--- config.mk ---
export PLATFORM = sky130hd
export DESIGN_NAME = e203_tohost_monitor
export DESIGN_NICKNAME = d
export VERILOG_FILES = /design/src/rtl/e203_tohost_mon_pkg.sv /design/src/rtl/e203_sat_cnt.sv /design/src/rtl/e203_tohost_monitor.sv
export SDC_FILE = /design/constraint.sdc
export NUM_CORES = 1
export LEC_CHECK = 0
export ABC_CLOCK_PERIOD_IN_PS = 6500
export CAP_MARGIN = 20
export CORE_ASPECT_RATIO = 0.9
export CORE_MARGIN = 2
export CORE_UTILIZATION = 49
export DETAILED_ROUTE_END_ITERATION = 10
export MAX_ROUTING_LAYER = met4
export PLACE_DENSITY = 0.95
export SYNTH_ARGS = -nofsm -noshare
export SYNTH_HDL_FRONTEND = slang
export SYNTH_SLANG_ARGS = --single-unit
--- constraint.sdc ---
create_clock -name clk -period 6.5 [get_ports clk]
set_input_delay 1.95 -clock clk [delete_from_list [all_inputs] [get_ports clk]]
set_output_delay 1.95 -clock clk [all_outputs]
set_load 0.02 [all_outputs]
--- src/rtl/e203_tohost_mon_pkg.sv ---
// Shared definitions for the E203 end-of-test tohost monitor:
// FSM state encoding, default tohost PC and counter widths.
package e203_tohost_mon_pkg;

    typedef enum logic [2:0] {
        ST_RUN,
        ST_ENDING,
        ST_QUIESCE,
        ST_DONE,
        ST_TIMEOUT
    } mon_state_e;

    localparam logic [31:0] DEFAULT_TOHOST_PC = 32'h8000_0086;

    // Counter widths; each counter saturates at all-ones of its width.
    localparam int unsigned CYCLE_CNT_W = 32;
    localparam int unsigned INSTR_CNT_W = 32;
    localparam int unsigned HIT_CNT_W   = 8;

endpackage

--- src/rtl/e203_sat_cnt.sv ---
// Parameterized-width up counter with enable and synchronous clear.
// Holds at all-ones instead of wrapping.
module e203_sat_cnt #(
    parameter int unsigned WIDTH = 32
) (
    input  logic             clk,
    input  logic             rst_n,
    input  logic             clr,
    input  logic             en,
    output logic [WIDTH-1:0] cnt
);

    // Count up on enable, stop at the maximum value.
    // NOTE: reset is sampled on the clock edge only, so rst_n is not in the sensitivity list.
    always_ff @(posedge clk) begin
        if (!rst_n) begin
            cnt <= '0;
        end else if (clr) begin
            cnt <= '0;
        end else if (en && (cnt != '1)) begin
            cnt <= cnt + 1'b1;
        end
    end

endmodule

--- src/rtl/e203_tohost_monitor.sv ---
// End-of-test monitor on the E203 commit stream.
// Counts cycles and dispatches, detects retirement of the tohost-write
// instruction, waits for interrupt activity to settle and latches pass/fail
// from x3. Optional watchdog built when E203_TOHOST_MON_TIMEOUT_EN is defined.
module e203_tohost_monitor
    import e203_tohost_mon_pkg::*;
#(
    parameter int unsigned               PC_SIZE        = 32,
    parameter int unsigned               XLEN           = 32,
    parameter logic [PC_SIZE-1:0]        TOHOST_PC      = PC_SIZE'(DEFAULT_TOHOST_PC),
    parameter int unsigned               HIT_TARGET     = 8,
    parameter logic [CYCLE_CNT_W-1:0]    TIMEOUT_CYCLES = 32'd10_000_000
) (
    input  logic                   clk,
    input  logic                   rst_n,
    input  logic                   cmt_valid,
    input  logic [PC_SIZE-1:0]     cmt_pc,
    input  logic                   i_valid,
    input  logic                   i_ready,
    input  logic [XLEN-1:0]        x3,
    input  logic                   irq_busy,
    output logic [CYCLE_CNT_W-1:0] cycle_count,
    output logic [INSTR_CNT_W-1:0] instr_count,
    output logic [CYCLE_CNT_W-1:0] end_cycle,
    output logic [HIT_CNT_W-1:0]   hit_cnt,
    output logic                   done,
    output logic                   pass,
    output logic                   timeout
);

    mon_state_e state;

    logic hit;
    logic last_hit;
    logic instr_en;
    logic hit_en;

    assign hit      = cmt_valid && (cmt_pc == TOHOST_PC);
    // This hit brings the count to the target (hit_cnt is still below it in RUN/ENDING).
    assign last_hit = hit && (hit_cnt == HIT_CNT_W'(HIT_TARGET - 1));
    assign instr_en = i_valid && i_ready && (state == ST_RUN);
    assign hit_en   = hit && (state != ST_DONE) && (state != ST_TIMEOUT);

    e203_sat_cnt #(.WIDTH(CYCLE_CNT_W)) u_cycle_cnt (
        .clk   (clk),
        .rst_n (rst_n),
        .clr   (1'b0),
        .en    (1'b1),
        .cnt   (cycle_count)
    );

    e203_sat_cnt #(.WIDTH(INSTR_CNT_W)) u_instr_cnt (
        .clk   (clk),
        .rst_n (rst_n),
        .clr   (1'b0),
        .en    (instr_en),
        .cnt   (instr_count)
    );

    e203_sat_cnt #(.WIDTH(HIT_CNT_W)) u_hit_cnt (
        .clk   (clk),
        .rst_n (rst_n),
        .clr   (1'b0),
        .en    (hit_en),
        .cnt   (hit_cnt)
    );

`ifdef E203_TOHOST_MON_TIMEOUT_EN
    logic wd_expire;
    logic timeout_q;

    assign wd_expire = (cycle_count == TIMEOUT_CYCLES - 1'b1);
    assign timeout   = timeout_q;
`else
    assign timeout = 1'b0;
`endif

    // End-of-test FSM with registered done/pass and the first-hit cycle stamp.
    always_ff @(posedge clk) begin
        if (!rst_n) begin
            state     <= ST_RUN;
            done      <= 1'b0;
            pass      <= 1'b0;
            end_cycle <= '0;
`ifdef E203_TOHOST_MON_TIMEOUT_EN
            timeout_q <= 1'b0;
`endif
        end else begin
            if ((state == ST_RUN) && hit) begin
                end_cycle <= cycle_count;
            end

            case (state)
                ST_RUN, ST_ENDING: begin
                    if (hit) begin
                        state <= last_hit ? ST_QUIESCE : ST_ENDING;
                    end
                end
                ST_QUIESCE: begin
                    if (!irq_busy) begin
                        state <= ST_DONE;
                        done  <= 1'b1;
                        pass  <= (x3 == XLEN'(1));
                    end
                end
                default: begin
                end
            endcase

`ifdef E203_TOHOST_MON_TIMEOUT_EN
            // Watchdog overrides the normal flow, except a completion in the same cycle.
            if (wd_expire &&
                ((state == ST_RUN) || (state == ST_ENDING) ||
                 ((state == ST_QUIESCE) && irq_busy))) begin
                state     <= ST_TIMEOUT;
                done      <= 1'b1;
                pass      <= 1'b0;
                timeout_q <= 1'b1;
            end
`endif
        end
    end

endmodule

==> out/metrics.csv <==
metric,value,unit
Netlist cell types,49,
Worst-Margin Slew,867,ps
status,completed,
sequential share of the synthesized area,0.425,
CP Max Fanout,13,
Port Buffers,175,
sequential share of power,0.500,
Psw,278,µW
Synth top area share,0.425,
Post-synth ARST share,0,
Area Growth Syn to Fin,41.6,%
Gate Count Post-Synth,623,
Fill cells,770,
Final Slew Violations,0,
DIE AREA,0.0112,mm²
Initial Util,0.501,
"EDFF count, synth",0,
Net Sw Frac,0.208,
CTS buffer count,9,
Fmax,250,MHz
top post-synthesis cells by count,"dfxtp_1, o21ai_0, nand2_1, nand3_1, a21oi_1",
first-pass GRT wire length,24500,µm
Slew headroom,0.422,
CTS tree,done,
period utilisation layout,0.617,
post-synth net total,696,
core area,0.0102,mm²
maximum capacitance violations,0,
setup TNS,0,ps
multi-input logic area,0.00275,mm²
Clock Power Share,0.438,
Synth area leader,dfxtp_1,
global route total overflow,0,
First-pass DRT Iterations,5,
CTS root buf,clkbuf_16,
Sequential Area,0.00216,mm²
initial antenna violation count,0,
Final #Nets,851,
vias,5464,
gr usage total,0.271,
DR vias/cell,5.99,
WL per Instance,16.4,µm
crit end category,flop,
dominant cells by area after synthesis,"dfxtp_1, o21ai_0, nand3_1",
WP data arrival,4270,ps
1st-iter DRT viols,501,
H-tree Lvls,3,
"Avg Cell Area, Syn",8.17,µm²
total power,1330,µW
chip width,111,µm
Post-Syn Area,0.00509,mm²
ANT cells,0,
combinational share of power,0.061,
Peak supply drop,0.175,mV
DRC viols,0,
top_reg_cell synth,dfxtp_1,
post_cts resized,0,
Final Setup Violations,0,
DRT Wirelength,14900,µm
clock transition at the registers of the reported paths,70,ps
Sink Count,108,
RSZ-0062 raised after global routing,no,
"count leader, synth",dfxtp_1,
Layout Skew,6.85,ps
CTS Hold Bufs,0,
pwr dens,185,mW/mm²
share of cells above drive strength 1,0.0485,
largest net degree at the start of global routing,90,
Final ANT Viol Nets,0,
vias in the first global route,5311,
Die Y-Extent,101,µm
Pleak,0.00232,µW
Worst EP required,6770,ps
dpl hpwl,10700,µm
CP startpoint kind,input port,
Final Critical Period,4010,ps
CTS Buffer Depth,2,
worst hold path type,flop to flop,
Row Count,35,
GP Congestion,0.877,
I/O Pins,177,
"Clk Latency, worst-skew pair",350,ps
final hold vios,0,
Internal Pwr Total,1060,µW
Post CTS Setup Buffer Count,0,
post-layout util,0.709,
Synth Register Bits,108,
critical path class,input port to flop,
Synthesis Warnings,0,
## final cells by class
type	count	share of cell area
Inverter	7	0.00365
Clock inverter	5	0.0104
Clock buffer	11	0.0337
Sequential cell	108	0.300
Multi-Input combinational cell	472	0.381
Timing Repair Buffer	180	0.248
Tap cell	129	0.0224
## worst paths after layout
path / startpoint / to / slack (ps) / cells past startpoint
max: cmt_pc[0] / u_hit_cnt.cnt[5] / 2490 / 6
min reg2reg: end_cycle[29] / end_cycle[29] / 460 / 2
max reg2reg: u_instr_cnt.cnt[0] / u_instr_cnt.cnt[20] / 3780 / 6
min: end_cycle[29] / end_cycle[29] / 460 / 2
## worst max-delay path, stage by stage
cell	delay, ps
clkdlybuf4s50_1	450
nor4b_2	280
nand4_1	250
or4_4	690
or4_1	490
a21oi_1	160
## flip-flops by register name (all words and copies together), names as in the netlist
name,count
done,1
pass,1
u_hit_cnt.cnt,8
state,2
u_cycle_cnt.cnt,32
end_cycle,32
u_instr_cnt.cnt,32
## layout by cell type (no fill, tap or decap), types with 4 or more instances in the layout
cell type,count
nor3_1,4
or3_1,36
dfxtp_1,108
and2_1,4
nand4_1,20
buf_4,4
mux2i_1,8
clkbuf_16,9
o31ai_1,14
nor4_1,14
a21oi_1,48
o21ai_0,71
inv_1,6
and3_1,13
clkdlybuf4s50_1,174
nor2_1,26
nand3_1,68
nand2_1,68
or4_1,16
and4_1,12
xor2_1,5
## per-stage QoR
| step | area [µm²] | std cells | setup WS [ps] | hold slack (ps) |
|---|---|---|---|---|
| after floorplan | 5090 | 623 | 2890 | 528 |
| after detailed placement | 6870 | 895 | 2140 | 450 |
| after global routing | 7200 | 912 | 2420 | 480 |
| final | 7200 | 912 | 2490 | 456 |
| after CTS | 7190 | 911 | 2510 | 460 |
| after global placement | 6870 | 895 | 2230 | 446 |
## power groups by stage
| stage | combinational, µW | sequential, µW | clock (µW) |
|---|---|---|---|
| after CTS | 81.8 | 668 | 593 |
| after floorplan | 26.3 | 685 | 0 |
| after global routing | 87.9 | 668 | 625 |
| after global placement | 78.8 | 683 | 0 |
| after detailed placement | 81.3 | 683 | 0 |
| final | 82.1 | 668 | 585 |
## per-layer routing
layer,track usage,vias up,share of wire
met5,-,-,0
met4,0.0988,0,0.021
met3,0.0601,32,0.060
met2,0.471,205,0.50
met1,0.311,2597,0.41
li1,-,2630,-
## kinds of logic after synthesis
kind of cell	after synthesis	share of synthesized area
buffers and inverters	43	0.0369
AOI/OAI and AO/OA	150	0.165
DFF	108	0.425
and+or+nand+nor	305	0.341
muxes	8	0.0157
xor gates and xnor gates	5	0.00861
adders and majority gates	3	0.00738
other	1	0.000737
(Power assumes the default switching activity.)
